`src/rtl/parallel_serial_pkg.sv`:
```
// Shared types and constants for the parallel-to-serial transmit stage.
package parallel_serial_pkg;

    typedef enum logic {
        SYNC = 1'b0,
        RUN  = 1'b1
    } state_t;

    localparam logic [7:0] IDLE_WORD_DEFAULT = 8'hBC;

    // Cycles needed to shift one word out; callers guard WIDTH % LANES == 0.
    function automatic int beats(input int width, input int lanes);
        return width / lanes;
    endfunction

endpackage

```
`src/rtl/ps_hold_reg.sv`:
```
// One-entry holding register: a word waiting for the next word boundary.
module ps_hold_reg
    import parallel_serial_pkg::*;
#(
    parameter int WIDTH = 8
) (
    input  logic             clk,
    input  logic             reset,
    input  logic             wr_en,
    input  logic [WIDTH-1:0] wr_data,
    input  logic             take,
    output logic             full,
    output logic [WIDTH-1:0] data
);

    always_ff @(posedge clk) begin
        if (reset) begin
            full <= 1'b0;
        end else if (take) begin
            full <= 1'b0;
        end else if (wr_en) begin
            full <= 1'b1;
        end
    end

    // NOTE: the payload is deliberately not reset; it is only consumed while full is set.
    always_ff @(posedge clk) begin
        if (wr_en) begin
            data <= wr_data;
        end
    end

endmodule

```
`src/rtl/parallel_serial_gen.sv`:
```
// Parametrised parallel-to-serial converter with idle insertion and a
// post-reset sync preamble; one word buffered ahead of the shifter.
module parallel_serial_gen
    import parallel_serial_pkg::*;
#(
    parameter int               WIDTH      = 8,
    parameter int               LANES      = 1,
    parameter logic [WIDTH-1:0] IDLE_WORD  = WIDTH'(IDLE_WORD_DEFAULT),
    parameter bit               MSB_FIRST  = 1'b1,
    parameter int               SYNC_WORDS = 4
) (
    input  logic             clk,
    input  logic             reset,
    input  logic             valid_in,
    input  logic [WIDTH-1:0] data_in,
    output logic             ready_in,
    output logic [LANES-1:0] data_out,
    output logic             valid_out,
    output logic             word_start,
    output logic             synced
);

    localparam int BEATS = beats(WIDTH, LANES);
    localparam int CNT_W = (BEATS > 1) ? $clog2(BEATS) : 1;
    localparam int WC_W  = (SYNC_WORDS > 1) ? $clog2(SYNC_WORDS) : 1;
    localparam logic [CNT_W-1:0] LAST_BEAT = CNT_W'(BEATS - 1);
    localparam logic [WC_W-1:0]  LAST_SYNC = WC_W'(SYNC_WORDS - 1);

    if (WIDTH % LANES != 0) begin : g_width_check
        $error("parallel_serial_gen: WIDTH must be a multiple of LANES");
    end
    if (SYNC_WORDS < 1) begin : g_sync_check
        $error("parallel_serial_gen: SYNC_WORDS must be at least 1");
    end

    state_t           state;
    logic             primed;
    logic [CNT_W-1:0] cnt;
    logic [WC_W-1:0]  word_cnt;
    logic [WIDTH-1:0] cur_word;
    logic             pend_full;
    logic [WIDTH-1:0] pend_data;
    logic             handshake;
    logic             at_wrap;
    logic             bypass;
    logic             pend_wr;
    logic             take;
    logic [WIDTH-1:0] load_word;
    logic             load_valid;

    assign ready_in  = synced & ~pend_full;
    assign handshake = valid_in & ready_in;
    assign at_wrap   = primed & (cnt == LAST_BEAT);
    assign bypass    = handshake & at_wrap;
    assign pend_wr   = handshake & ~at_wrap;
    assign take      = at_wrap & synced & pend_full;

    ps_hold_reg #(.WIDTH(WIDTH)) u_hold (
        .clk     (clk),
        .reset   (reset),
        .wr_en   (pend_wr),
        .wr_data (data_in),
        .take    (take),
        .full    (pend_full),
        .data    (pend_data)
    );

    always_comb begin
        // NOTE: defaults first so every path assigns both outputs and no latch is inferred.
        load_word  = IDLE_WORD;
        load_valid = 1'b0;
        if (take) begin
            load_word  = pend_data;
            load_valid = 1'b1;
        end else if (bypass) begin
            load_word  = data_in;
            load_valid = 1'b1;
        end
    end

    function automatic logic [LANES-1:0] slice_of(input logic [WIDTH-1:0] w,
                                                  input logic [CNT_W-1:0] k);
        logic [WIDTH-1:0] s;
        if (MSB_FIRST) begin
            s = w << (int'(k) * LANES);
            return s[WIDTH-1 -: LANES];
        end else begin
            s = w >> (int'(k) * LANES);
            return s[LANES-1:0];
        end
    endfunction

    // The first cycle out of reset presents beat 0 of an idle word without advancing cnt.
    always_ff @(posedge clk) begin
        // NOTE: non-blocking throughout so every flop samples pre-edge values.
        if (reset) begin
            state      <= SYNC;
            synced     <= 1'b0;
            primed     <= 1'b0;
            cnt        <= '0;
            word_cnt   <= '0;
            cur_word   <= IDLE_WORD;
            data_out   <= '0;
            valid_out  <= 1'b0;
            word_start <= 1'b0;
        end else if (!primed) begin
            primed     <= 1'b1;
            cur_word   <= IDLE_WORD;
            data_out   <= slice_of(IDLE_WORD, '0);
            valid_out  <= 1'b0;
            word_start <= 1'b1;
        end else if (at_wrap) begin
            cnt        <= '0;
            cur_word   <= load_word;
            valid_out  <= load_valid;
            data_out   <= slice_of(load_word, '0);
            word_start <= 1'b1;
            if (state == SYNC) begin
                word_cnt <= word_cnt + 1'b1;
                if (word_cnt == LAST_SYNC) begin
                    state  <= RUN;
                    synced <= 1'b1;
                end
            end
        end else begin
            cnt        <= cnt + 1'b1;
            data_out   <= slice_of(cur_word, cnt + 1'b1);
            word_start <= 1'b0;
        end
    end

endmodule

```
`config.mk`:
```
export PLATFORM = sky130hd
export DESIGN_NAME = parallel_serial_gen
export DESIGN_NICKNAME = d
export VERILOG_FILES = /design/src/rtl/parallel_serial_pkg.sv /design/src/rtl/ps_hold_reg.sv /design/src/rtl/parallel_serial_gen.sv
export SDC_FILE = /design/constraint.sdc
export NUM_CORES = 1
export LEC_CHECK = 0
export BUFFER_PORTS_ARGS = -buffer_cell sky130_fd_sc_hd__clkbuf_2
export CORE_MARGIN = 5
export CORE_UTILIZATION = 35
export CTS_CLUSTER_DIAMETER = 120
export DETAILED_ROUTE_END_ITERATION = 16
export PLACE_DENSITY = 0.6
export SLEW_MARGIN = 20
export SYNTH_ARGS = -nofsm -noshare
export SYNTH_HDL_FRONTEND = slang
export SYNTH_SLANG_ARGS = --single-unit
export TNS_END_PERCENT = 20
```
`constraint.sdc`:
```
create_clock -name clk -period 2 [get_ports clk]
set_input_delay 0.4 -clock clk [delete_from_list [all_inputs] [get_ports clk]]
set_output_delay 0.4 -clock clk [all_outputs]
set_load 0.03 [all_outputs]
```
# --- After elaboration in Yosys (flattened, before gate mapping) ---
# Cells that the tools add are included.
totals:
  in_bits: 11
  n_memories: 0
  rom_bits: 0
  output_inout_bits: 5
  latchBits: 0
  wordCells: 44
  register_bits: 28
  mem_bits_rw: 0
op_classes:
  bitwise_logic: 11
  mux: 12
  n_div: 0
  n_eq_ne: 2
  mul: 0
  addsub: 2
  shift: 1
  magnitude_cmp: 0
  n_reduce_logical: 5
op_table:
  columns: ["cell", "n"]
  rows:
  - ["8-bit 2-to-1 mux", 2]
  - ["1-bit 2-to-1 mux", 9]
  - ["8-bit by 3-bit left shift with 8-bit output", 1]
  - ["1-bit AND", 7]
  - ["1-bit NOT", 4]
  - ["4-bit AND reduction", 1]
  - ["2-bit OR reduction", 2]
  - ["3-bit by 1-bit adder with 3-bit output, second input constant", 1]
  - ["3-bit == test, second input constant", 1]
  - ["3-bit 2-to-1 mux", 1]
  - ["3-bit AND reduction", 1]
  - ["2-bit by 1-bit adder with 2-bit output, second input constant", 1]
  - ["2-bit == test, second input constant", 1]
  - ["2-bit AND reduction", 1]

# --- Longest topological paths before layout ---
# Gate-level depths: netlist of run 1.
depth:
  ltp_word: 8
  ltp_mapped: 6
  ltp_nobuf: 5

# --- Cells and area by module ---
# From an unflattened synthesis of run 1, not the netlist that was laid out.
hier_totals:
  cells_unflattened: 115
  hier_area_um2: 1216.2
by_module_without_submodules:
  columns: ["module", "cells_per_inst", "n_inst", "seq_area_each_um2", "area_per_inst_um2"]
  rows:
  - ["parallel_serial_gen", 104, 1, 380.4, 942.2]
  - ["ps_hold_reg", 11, 1, 260.2, 274.0]

# --- Worst setup path before layout of run 1 ---
# Ideal clock, no wire load.
synth_timing:
  kind: "flip-flop to flip-flop"
  start: "register synced"
  end: "register u_hold.data[0], enable pin"
  required_time_ns: 1.625
  setup_ns: 0.375
  period_less_slack_ns: 2.060
  path_stages_with_launch: 4
  path_slack_ns: -0.060
  t_arrival_ns: 1.685
  path_cell_list: "dfxtp_1 -> nor2b_1 -> nand2_1 -> a21oi_1"
synth_via:
  elab_chain_len: 3
synth_lines:
  columns: ["element", "line_no", "text"]
  rows:
  - ["from (decl)", "parallel_serial_gen.sv:20", "output logic synced"]
  - ["from (signal assigned)", "parallel_serial_gen.sv:98", "synced <= 1'b0;"]
  - ["from (signal assigned)", "parallel_serial_gen.sv:122", "synced <= 1'b1;"]
  - ["1-bit AND", "parallel_serial_gen.sv:51", "assign ready_in = synced & ~pend_full;"]
  - ["named net ready_in", "parallel_serial_gen.sv:16", "output logic ready_in,"]
  - ["1-bit AND", "parallel_serial_gen.sv:52", "assign handshake = valid_in & ready_in;"]
  - ["1-bit AND", "parallel_serial_gen.sv:55", "assign pend_wr = handshake & ~at_wrap;"]
  - ["named net pend_wr", "parallel_serial_gen.sv:46", "logic pend_wr;"]
  - ["to (signal assigned)", "ps_hold_reg.sv:29", "data <= wr_data;"]
  - ["to (decl)", "ps_hold_reg.sv:13", "output logic [WIDTH-1:0] data"]
# The timed path passes the listed nets, and every way through them passes these cells.
# A chain may end at the register's enable or synchronous reset.

# --- Worst setup path after layout of run 1 ---
layout_timing:
  start: "register u_hold.full"
  end: "output port ready_in"
layout_via:
  elab_chain_len: 2
layout_lines:
  columns: ["element", "line_no", "text"]
  rows:
  - ["from (decl)", "ps_hold_reg.sv:12", "output logic full,"]
  - ["from (signal assigned)", "ps_hold_reg.sv:18", "full <= 1'b0;"]
  - ["from (signal assigned)", "ps_hold_reg.sv:20", "full <= 1'b0;"]
  - ["from (signal assigned)", "ps_hold_reg.sv:22", "full <= 1'b1;"]
  - ["1-bit NOT", "parallel_serial_gen.sv:51", null]
  - ["1-bit AND", "parallel_serial_gen.sv:51", null]
  - ["to (decl)", "parallel_serial_gen.sv:16", null]
# Every way passes these cells.

==> impl_metrics.csv, run 1 <==
group,metric,value,unit
status,outcome,"complete, no violations",
cts,hold_buffers,0,
routing,dr.pass1.iters,4,
routing,wl,2310,microns
setup_path,critPathKind,"flip-flop to output pin",
routing,drc_errors,0,
global_route,grt_pass1_wl,3900,microns
power_and_ir_drop,seqPwrFrac,65.9,%
logic_synthesis,synth_cell_types,26,
floorplan,die-area,4680,sq um
floorplan,coreArea,3310,sq um
setup_path,crit_required,1600,ps
setup_path,endpoint_kind,"output pin",
global_route,grt_antenna_before_repair,0,
power_and_ir_drop,p_int,0.694,mW
placed_design,io_buffer_count,15,
setup_path,critPathLaunchType,"flip-flop",
routing,route.met3.wl,115,microns
logic_synthesis,netlist_instances,113,
placed_design,gp_congestion,0.747,
cells_and_area,num_antenna_cells,0,
setup_path,crit_slowest_cell,"dfxtp_1",
power_and_ir_drop,total_power,0.906,mW
power_and_ir_drop,power_density,675,nW/um^2
routing,wl_per_cell,13.3,microns
logic_synthesis,synth_edf_count,8,
timing,hold_ws,244,ps
cts,root_buffer,"clkbuf_4",
cts,clk_pin_slew_worst_paths,150,ps
floorplan,ios,16,
logic_synthesis,synth_top_area_share,33.5,%
power_and_ir_drop,swShare,23.4,%
global_route,grt_max_degree,20,
timing,finClkSkew,4.94,ps
timing,finalHoldViolCount,0,
logic_synthesis,synth.most_common_cell,"dfxtp_1",
global_route,grt_pass1_vias,849,
floorplan,die_height,68.4,microns
power_and_ir_drop,combPwrFrac,7.1,%
timing,period_share,88.0,%
logic_synthesis,synth_fp_nets,127,
cts,cts-htree-levels,1,
routing,ant_nets,0,
timing,fmax,568,MHz
global_route,grt_overflow_total,0,
power_and_ir_drop,pwr-share-clk,27.0,%
routing,avgViaCountPerCell,4.95,
cts,tritoncts,"built",
logic_synthesis,ys.flop_type,"dfxtp_1",
floorplan,die_w,68.4,microns
setup_path,crit_arrival,1360,ps
cells_and_area,multi_input_area,515,sq um
routing,wl_met2,1140,microns
routing,met1_length,1020,microns
placed_design,detailed_place_hpwl,1610,microns
logic_synthesis,ys_seq_area_share,53.7,%
cells_and_area,regArea,641,sq um
setup_path,path_cells,"nor2b_2 -> clkbuf_2",
cts,postCtsSetupBuffers,0,
floorplan,initial_core_util,36.1,%
routing,highest_layer,"met4",
routing,first_iter_violations,34,
cells_and_area,drive_above_1_share,16.4,%
cts,clkSinkCount,28,
setup_path,critPathMaxStageDelay,710,ps
timing,rsz0062_at_grt,"false",
logic_synthesis,synth-seq-cells,28,
cts,clock_path_buffers,2,
logic_synthesis,synthTopCellsByCount,"dfxtp_1, nor2_1, a21oi_1",
timing,layout_min_cycle_time,1760,ps
cts,clk-insertion-delay-late,330,ps
logic_synthesis,ys_warn_count,0,
timing,fin_tns_setup,0,ps
setup_path,critPathBufInv,1,
cells_and_area,n_fill_cell,360,
worst_hold_path,hold_class,"input pin to flip-flop",
timing,drv_slew,0,
logic_synthesis,synth-async-reset-ratio,0,%
timing,relSlewSlack,61.6,%
floorplan,rows,21,
global_route,grt_usage,11.3,%
logic_synthesis,synth_area_leaders,"dfxtp_1, edfxtp_1, a21oi_1, mux4_1, nor2_1",
cts,cts_resized,0,
logic_synthesis,avgSynthCellArea,10.6,sq um
cells_and_area,area_growth,12.4,%
routing,vias,861,
power_and_ir_drop,p_switching,0.212,mW
setup_path,crit_fanout,19,
timing,setup_viol,0,
cells_and_area,layout.nets,143,
logic_synthesis,yosys.area.top_type,"dfxtp_1",
cts,numCtsBuffers,3,
power_and_ir_drop,leakage,0.515,nW
power_and_ir_drop,ir_drop,0.225,mV
timing,tightest_slew,575,ps
logic_synthesis,syn_area,1190,sq um
job,cap_violations,0,
setup_path,critPathTopFamily,"flip-flops",
registers in the layout (all words and copies together) (netlist names):
signal and cells:
u_hold.data 8, valid_out 1, data_out 1, u_hold.full 1, word_start 1, cnt 3, primed 1, state 1
word_cnt 2, cur_word 8, synced 1
cells in the final DEF (no fill, tap or decap), drive strengths merged:
cell,Yosys,final
dfxtp,20,20
clkbuf,1,18
nor2,13,13
a21oi,11,11
edfxtp,8,8
nand2,7,7
nand2b,6,6
or3b,5,5
nor2b,5,5
o21ai,5,5
nand3b,4,4
inv,3,3
mux2i,3,3
o21a,3,3
ha,3,3
mux4,2,2
a2bb2oi,2,2
buf,5,2
a221oi,1,1
o211ai,1,1
a211oi,1,1
a41oi,1,1
nand3,1,1
xor2,1,1
a311oi,1,1
clkinv,0,1
kinds of logic (layout without fill, tap and decap cells):
logic type / Yosys count / in the layout / synth area share (%)
AO/OA/AOI/OAI: 26 / 26 / 13.5
XOR/XNOR: 1 / 1 / 0.734
adder cells (fa/ha/maj): 3 / 3 / 3.14
buffers and inverters: 9 / 24 / 3.35
flip-flops: 28 / 28 / 53.7
multiplexers: 5 / 5 / 6.92
AND/OR/NAND/NOR: 41 / 41 / 18.7
power by group through the flow:
stage	sequential (mW)	combinational [mW]	clock, mW
detailed placement	0.609	0.0653	0
global placement	0.608	0.0625	0
floorplan	0.612	0.0393	0
global route	0.598	0.0709	0.272
CTS	0.597	0.0655	0.252
finish	0.597	0.0642	0.245
metal layers:
metal  vias up  GRT usage (%)
met2        15           19.8
li1        431              -
met4         0           4.71
met5         -              0
met3         4           2.63
met1       411           13.0
path summary, 6_finish.rpt:
kind	start	slack [ps]	to	depth (start not counted)
min	data_in[5]	240	u_hold.data[5]	1
min reg2reg	valid_out	490	valid_out	2
max	u_hold.full	240	ready_in	2
max reg2reg	cnt[0]	330	data_out	4
area by class of cell:
cell class                      instances  area share, %
Clock buffer                            3           1.68
Clock inverter                          1          0.280
Inverter                                3          0.840
Multi-Input combinational cell         76           38.4
Sequential cell                        28           47.8
Tap cell                               46           4.29
Timing Repair Buffer                   17           6.72
through the flow:
stage	utilization (%)	instance area (sq um)	worst slack (ps)	instances
after detailed placement	39.7	1320	346	170
after floorplan	-	1200	94.8	113
after global placement	39.7	1320	419	170
final	40.5	1340	239	174
after CTS	40.5	1340	232	174
after global routing	40.5	1340	156	174
(Power assumes the default switching activity.)
==> run 2, diff against run 1 <==
--- a/config.mk
+++ b/config.mk
@@ -6,11 +6,13 @@
 export NUM_CORES = 1
 export LEC_CHECK = 0
 export BUFFER_PORTS_ARGS = -buffer_cell sky130_fd_sc_hd__clkbuf_2
+export CELL_PAD_IN_SITES_DETAIL_PLACEMENT = 2
+export CELL_PAD_IN_SITES_GLOBAL_PLACEMENT = 2
 export CORE_MARGIN = 5
 export CORE_UTILIZATION = 35
 export CTS_CLUSTER_DIAMETER = 120
 export DETAILED_ROUTE_END_ITERATION = 16
-export PLACE_DENSITY = 0.6
+export PLACE_DENSITY = 0.82
 export SLEW_MARGIN = 20
 export SYNTH_ARGS = -nofsm -noshare
 export SYNTH_HDL_FRONTEND = slang
==> impl_metrics.csv, run 2 (synthesis results as in run 1) <==
group,metric,value,unit
setup_path,critPathTopFamily,"flip-flops",
cells_and_area,instances_no_fill,174,
setup_path,crit_arrival,1370,ps
worst_hold_path,hold-path-cell-count,1,
worst_hold_path,worstHoldStart,"data_in[5]",
floorplan,rows,21,
timing,drv_slew,0,
routing,vias,869,
cts,numCtsBuffers,3,
cts,hold_buffers,0,
cts,clk_pin_slew_worst_paths,160,ps
setup_path,r2r-end,"cur_word[7]",
global_route,grt_usage,13.6,%
placed_design,gp_congestion,0.795,
global_route,grt_antenna_before_repair,0,
status,outcome,"complete, no violations",
timing,fin_tns_setup,0,ps
floorplan,coreArea,3310,sq um
setup_path,r2r_setup_slack,340,ps
power_and_ir_drop,ir_drop,0.287,mV
cts,clock_path_buffers,2,
setup_path,crit_slowest_cell,"dfxtp_1",
cells_and_area,final_common_cell,"dfxtp_1",
power_and_ir_drop,leakage,0.515,nW
routing,first_iter_violations,30,
timing,fmax,564,MHz
global_route,grt_pass1_wl,4530,microns
setup_path,crit_required,1600,ps
floorplan,die_height,68.4,microns
timing,period_share,88.6,%
setup_path,r2r-start,"cnt[0]",
routing,ant_nets,0,
cts,tritoncts,"built",
floorplan,ios,16,
setup_path,critPathLaunchType,"flip-flop",
timing,tightest_slew,604,ps
routing,wl_per_cell,16.2,microns
worst_hold_path,min_to,"u_hold.data[5]",
setup_path,critPathKind,"flip-flop to output pin",
job,cap_violations,0,
global_route,grt_overflow_total,0,
floorplan,die-area,4680,sq um
setup_path,critPathMaxStageDelay,730,ps
cells_and_area,regArea,641,sq um
placed_design,io_buffer_count,15,
cts,postCtsSetupBuffers,0,
floorplan,initial_core_util,36.1,%
cells_and_area,layout.nets,143,
placed_design,dp_cells,170,
routing,drc_errors,0,
cts,root_buffer,"clkbuf_4",
floorplan,die_w,68.4,microns
worst_hold_path,hold_class,"input pin to flip-flop",
cells_and_area,area_growth,12.4,%
cells_and_area,n_fill_cell,377,
cts,cts-htree-levels,1,
timing,relSlewSlack,59.7,%
global_route,grt_pass1_vias,928,
routing,wl,2820,microns
setup_path,path_cells,"nor2b_2 -> clkbuf_2",
setup_path,endpoint_kind,"output pin",
global_route,grt_max_degree,20,
cells_and_area,final_cell_mix,"dfxtp_1, clkbuf_2, nor2_1",
timing,finClkSkew,13.7,ps
cells_and_area,num_antenna_cells,0,
power_and_ir_drop,power_density,675,nW/um^2
timing,setup_viol,0,
placed_design,detailed_place_hpwl,2000,microns
cts,clkSinkCount,28,
cells_and_area,multi_input_area,515,sq um
setup_path,worstRegToRegCells,5,
cells_and_area,largestRegisters,"cur_word: 8 flops, u_hold.data: 8 flops, cnt: 3 flops",
setup_path,crit_fanout,19,
routing,avgViaCountPerCell,4.99,
routing,dr.pass1.iters,4,
setup_path,critPathBufInv,1,
cts,cts_resized,0,
timing,rsz0062_at_grt,"false",
timing,finalHoldViolCount,0,
cts,clk-insertion-delay-late,330,ps
timing,layout_min_cycle_time,1770,ps
cells_and_area,drive_above_1_share,16.4,%
## run 2: cell count changes in the layout (fill, tap and decap cells not counted), sizes merged
cell / before / now
clkinv: 1 / 0
clkbuf: 18 / 19
## run 2: how the worst max path moves through the flow
stage,end,slack [ps],start,cells past startpoint
3_5_place_dp,cur_word[7],350,cnt[0],5
6_report,ready_in,230,u_hold.full,2
4_1_cts,ready_in,190,u_hold.full,2
5_1_grt,ready_in,90,u_hold.full,2
3_3_place_gp,data_out,430,cnt[0],4
2_1_floorplan,u_hold.data[0],90,synced,3
## run 2: layout make-up
cell class	count	area share, %
multi-input cells	76	38.4
inverters	3	0.840
clock buffers	4	1.96
well taps	46	4.29
flip-flops and latches	28	47.8
repair buffers	17	6.72
## run 2: where the power goes
part	internal, mW	switching [mW]
clock network	0.0780	0.164
logic	0.0301	0.0363
registers	0.590	0.00689
## run 2: per-stage QoR
| step | power [mW] | instance area (sq um) | hold WS (ps) | setup WS (ps) | util [%] |
|---|---|---|---|---|---|
| 3_3_place_gp | 0.672 | 1320 | 460 | 431 | 39.7 |
| 3_5_place_dp | 0.676 | 1320 | 468 | 347 | 39.7 |
| 6_report | 0.905 | 1340 | 246 | 228 | 40.5 |
| 5_1_grt | 0.944 | 1340 | 228 | 89.7 | 40.5 |
| 2_1_floorplan | 0.651 | 1200 | 440 | 94.8 | - |
| 4_1_cts | 0.917 | 1340 | 235 | 189 | 40.5 |
## run 2: per-layer routing
| metal | vias up | part of all wire (%) | global-route usage (%) | routed length, microns |
|---|---|---|---|---|
| met4 | 0 | 0.74 | 5.21 | 21 |
| li1 | 429 | - | - | - |
| met1 | 429 | 44 | 16.7 | 1250 |
| met3 | 2 | 3.1 | 2.13 | 87 |
| met5 | - | 0 | 0 | 0 |
| met2 | 9 | 52 | 23.5 | 1460 |
==> run 3, diff against run 2 <==
--- a/config.mk
+++ b/config.mk
@@ -5,7 +5,7 @@
 export SDC_FILE = /design/constraint.sdc
 export NUM_CORES = 1
 export LEC_CHECK = 0
-export BUFFER_PORTS_ARGS = -buffer_cell sky130_fd_sc_hd__clkbuf_2
+export BUFFER_PORTS_ARGS = -buffer_cell sky130_fd_sc_hd__buf_4
 export CELL_PAD_IN_SITES_DETAIL_PLACEMENT = 2
 export CELL_PAD_IN_SITES_GLOBAL_PLACEMENT = 2
 export CORE_MARGIN = 5
==> impl_metrics.csv, run 3 (synthesis results as in run 1) <==
group,metric,value,unit
routing,vias,891,
cts,tritoncts,"built",
timing,tightest_slew,622,ps
placed_design,gp_congestion,0.824,
routing,dr.pass1.iters,4,
global_route,grt_pass1_vias,978,
timing,setup_viol,0,
cells_and_area,area_growth,15.5,%
cells_and_area,final_common_cell,"dfxtp_1",
cts,clk-insertion-delay-late,330,ps
floorplan,initial_core_util,36.1,%
global_route,grt_overflow_total,0,
power_and_ir_drop,total_power,0.912,mW
placed_design,io_buffer_count,15,
timing,fmax,560,MHz
status,outcome,"complete, no violations",
floorplan,die_height,68.4,microns
global_route,grt_usage,14.0,%
cts,clkSinkCount,28,
power_and_ir_drop,ir_drop,0.314,mV
setup_path,r2r_setup_slack,230,ps
floorplan,coreArea,3310,sq um
timing,rsz0062_at_grt,"false",
setup_path,critPathLaunchType,"flip-flop",
setup_path,crit_required,1600,ps
cts,clk_pin_slew_worst_paths,150,ps
floorplan,die-area,4680,sq um
routing,first_iter_violations,28,
timing,finClkSkew,6.42,ps
timing,relSlewSlack,58.5,%
timing,layout_min_cycle_time,1780,ps
global_route,grt_antenna_before_repair,0,
setup_path,crit_slowest_cell,"dfxtp_1",
timing,finalHoldViolCount,0,
cells_and_area,final_cell_mix,"dfxtp_1, buf_4, nor2_1",
timing,period_share,89.2,%
cts,postCtsSetupBuffers,0,
cts,cts_resized,0,
setup_path,critPathKind,"flip-flop to output pin",
setup_path,r2r-start,"cnt[0]",
setup_path,worstRegToRegCells,5,
cts,cts-htree-levels,1,
routing,wl,2810,microns
setup_path,critPathMaxStageDelay,750,ps
floorplan,ios,16,
cts,hold_buffers,0,
cells_and_area,num_antenna_cells,0,
cts,clock_path_buffers,2,
setup_path,crit_fanout,19,
routing,wl_per_cell,16.2,microns
placed_design,detailed_place_hpwl,2060,microns
job,cap_violations,0,
floorplan,die_w,68.4,microns
worst_hold_path,hold_class,"input pin to flip-flop",
routing,ant_nets,0,
cts,numCtsBuffers,3,
cells_and_area,drive_above_1_share,16.4,%
setup_path,cp-startpoint,"u_hold.full",
worst_hold_path,worstHoldStart,"data_in[4]",
setup_path,crit_arrival,1380,ps
routing,avgViaCountPerCell,5.12,
cts,root_buffer,"clkbuf_4",
routing,drc_errors,0,
power_and_ir_drop,power_density,661,nW/um^2
floorplan,rows,21,
timing,drv_slew,0,
setup_path,path_cells,"nor2b_2 -> buf_4",
worst_hold_path,hold-path-cell-count,1,
timing,fin_tns_setup,0,ps
power_and_ir_drop,leakage,0.526,nW
global_route,grt_pass1_wl,4790,microns
cells_and_area,layout.nets,143,
setup_path,endpoint_kind,"output pin",
cells_and_area,largestRegisters,"cur_word: 8 flops, u_hold.data: 8 flops, cnt: 3 flops",
global_route,grt_max_degree,20,
## run 3: changes by cell type in the layout (fill, tap and decap cells not counted)
cell / previous run / this run
buf_4: 2 / 17
clkbuf_1: 1 / 0
clkbuf_2: 15 / 0
clkinv_1: 0 / 1
## run 3: per-stage QoR
step           hold WS, ps  area, sq um  cells  setup slack (ps)  util (%)
2_1_floorplan          440         1200    113              94.8         -
3_3_place_gp           456         1350    170               374      40.9
3_5_place_dp           479         1350    170               208      40.9
4_1_cts                221         1380    174               169      41.6
5_1_grt                214         1380    174              16.2      41.6
6_report               240         1380    174               215      41.6
## run 3: area by class of cell
class	count	area, sq um
Fill cell	381	1930
Multi-Input combinational cell	76	515
Clock buffer	3	22.5
Timing Repair Buffer	17	128
Inverter	3	11.3
Sequential cell	28	641
Tap cell	46	57.6
Clock inverter	1	3.75
## run 3: worst max-delay path: cells and delay by family (launching register included)
family,cells,cell delay (ps)
flip-flops,1,750
buffers and inverters,1,200
AND/OR/NAND/NOR,1,120
## run 3: metal layers
metal | GRT usage (%) | up-vias | share of wire [%]
met5 | 0 | - | 0
met4 | 4.47 | 0 | 0.96
met3 | 1.97 | 4 | 2.7
met2 | 25.3 | 12 | 54
met1 | 16.8 | 446 | 43
li1 | - | 429 | -
## run 3: final timing paths
| path | end |
|---|---|
| setup / recovery | ready_in |
| hold / removal | u_hold.data[4] |
| setup reg to reg | cur_word[7] |
| hold reg to reg | valid_out |
## run 3: power breakdown
part	leakage [nW]	switching (mW)	total, mW	internal (mW)
combinational	0.276	0.0362	0.0737	0.0375
sequential	0.235	0.00640	0.597	0.590
clock	0.0154	0.168	0.242	0.0733
total	0.526	0.211	0.912	0.701
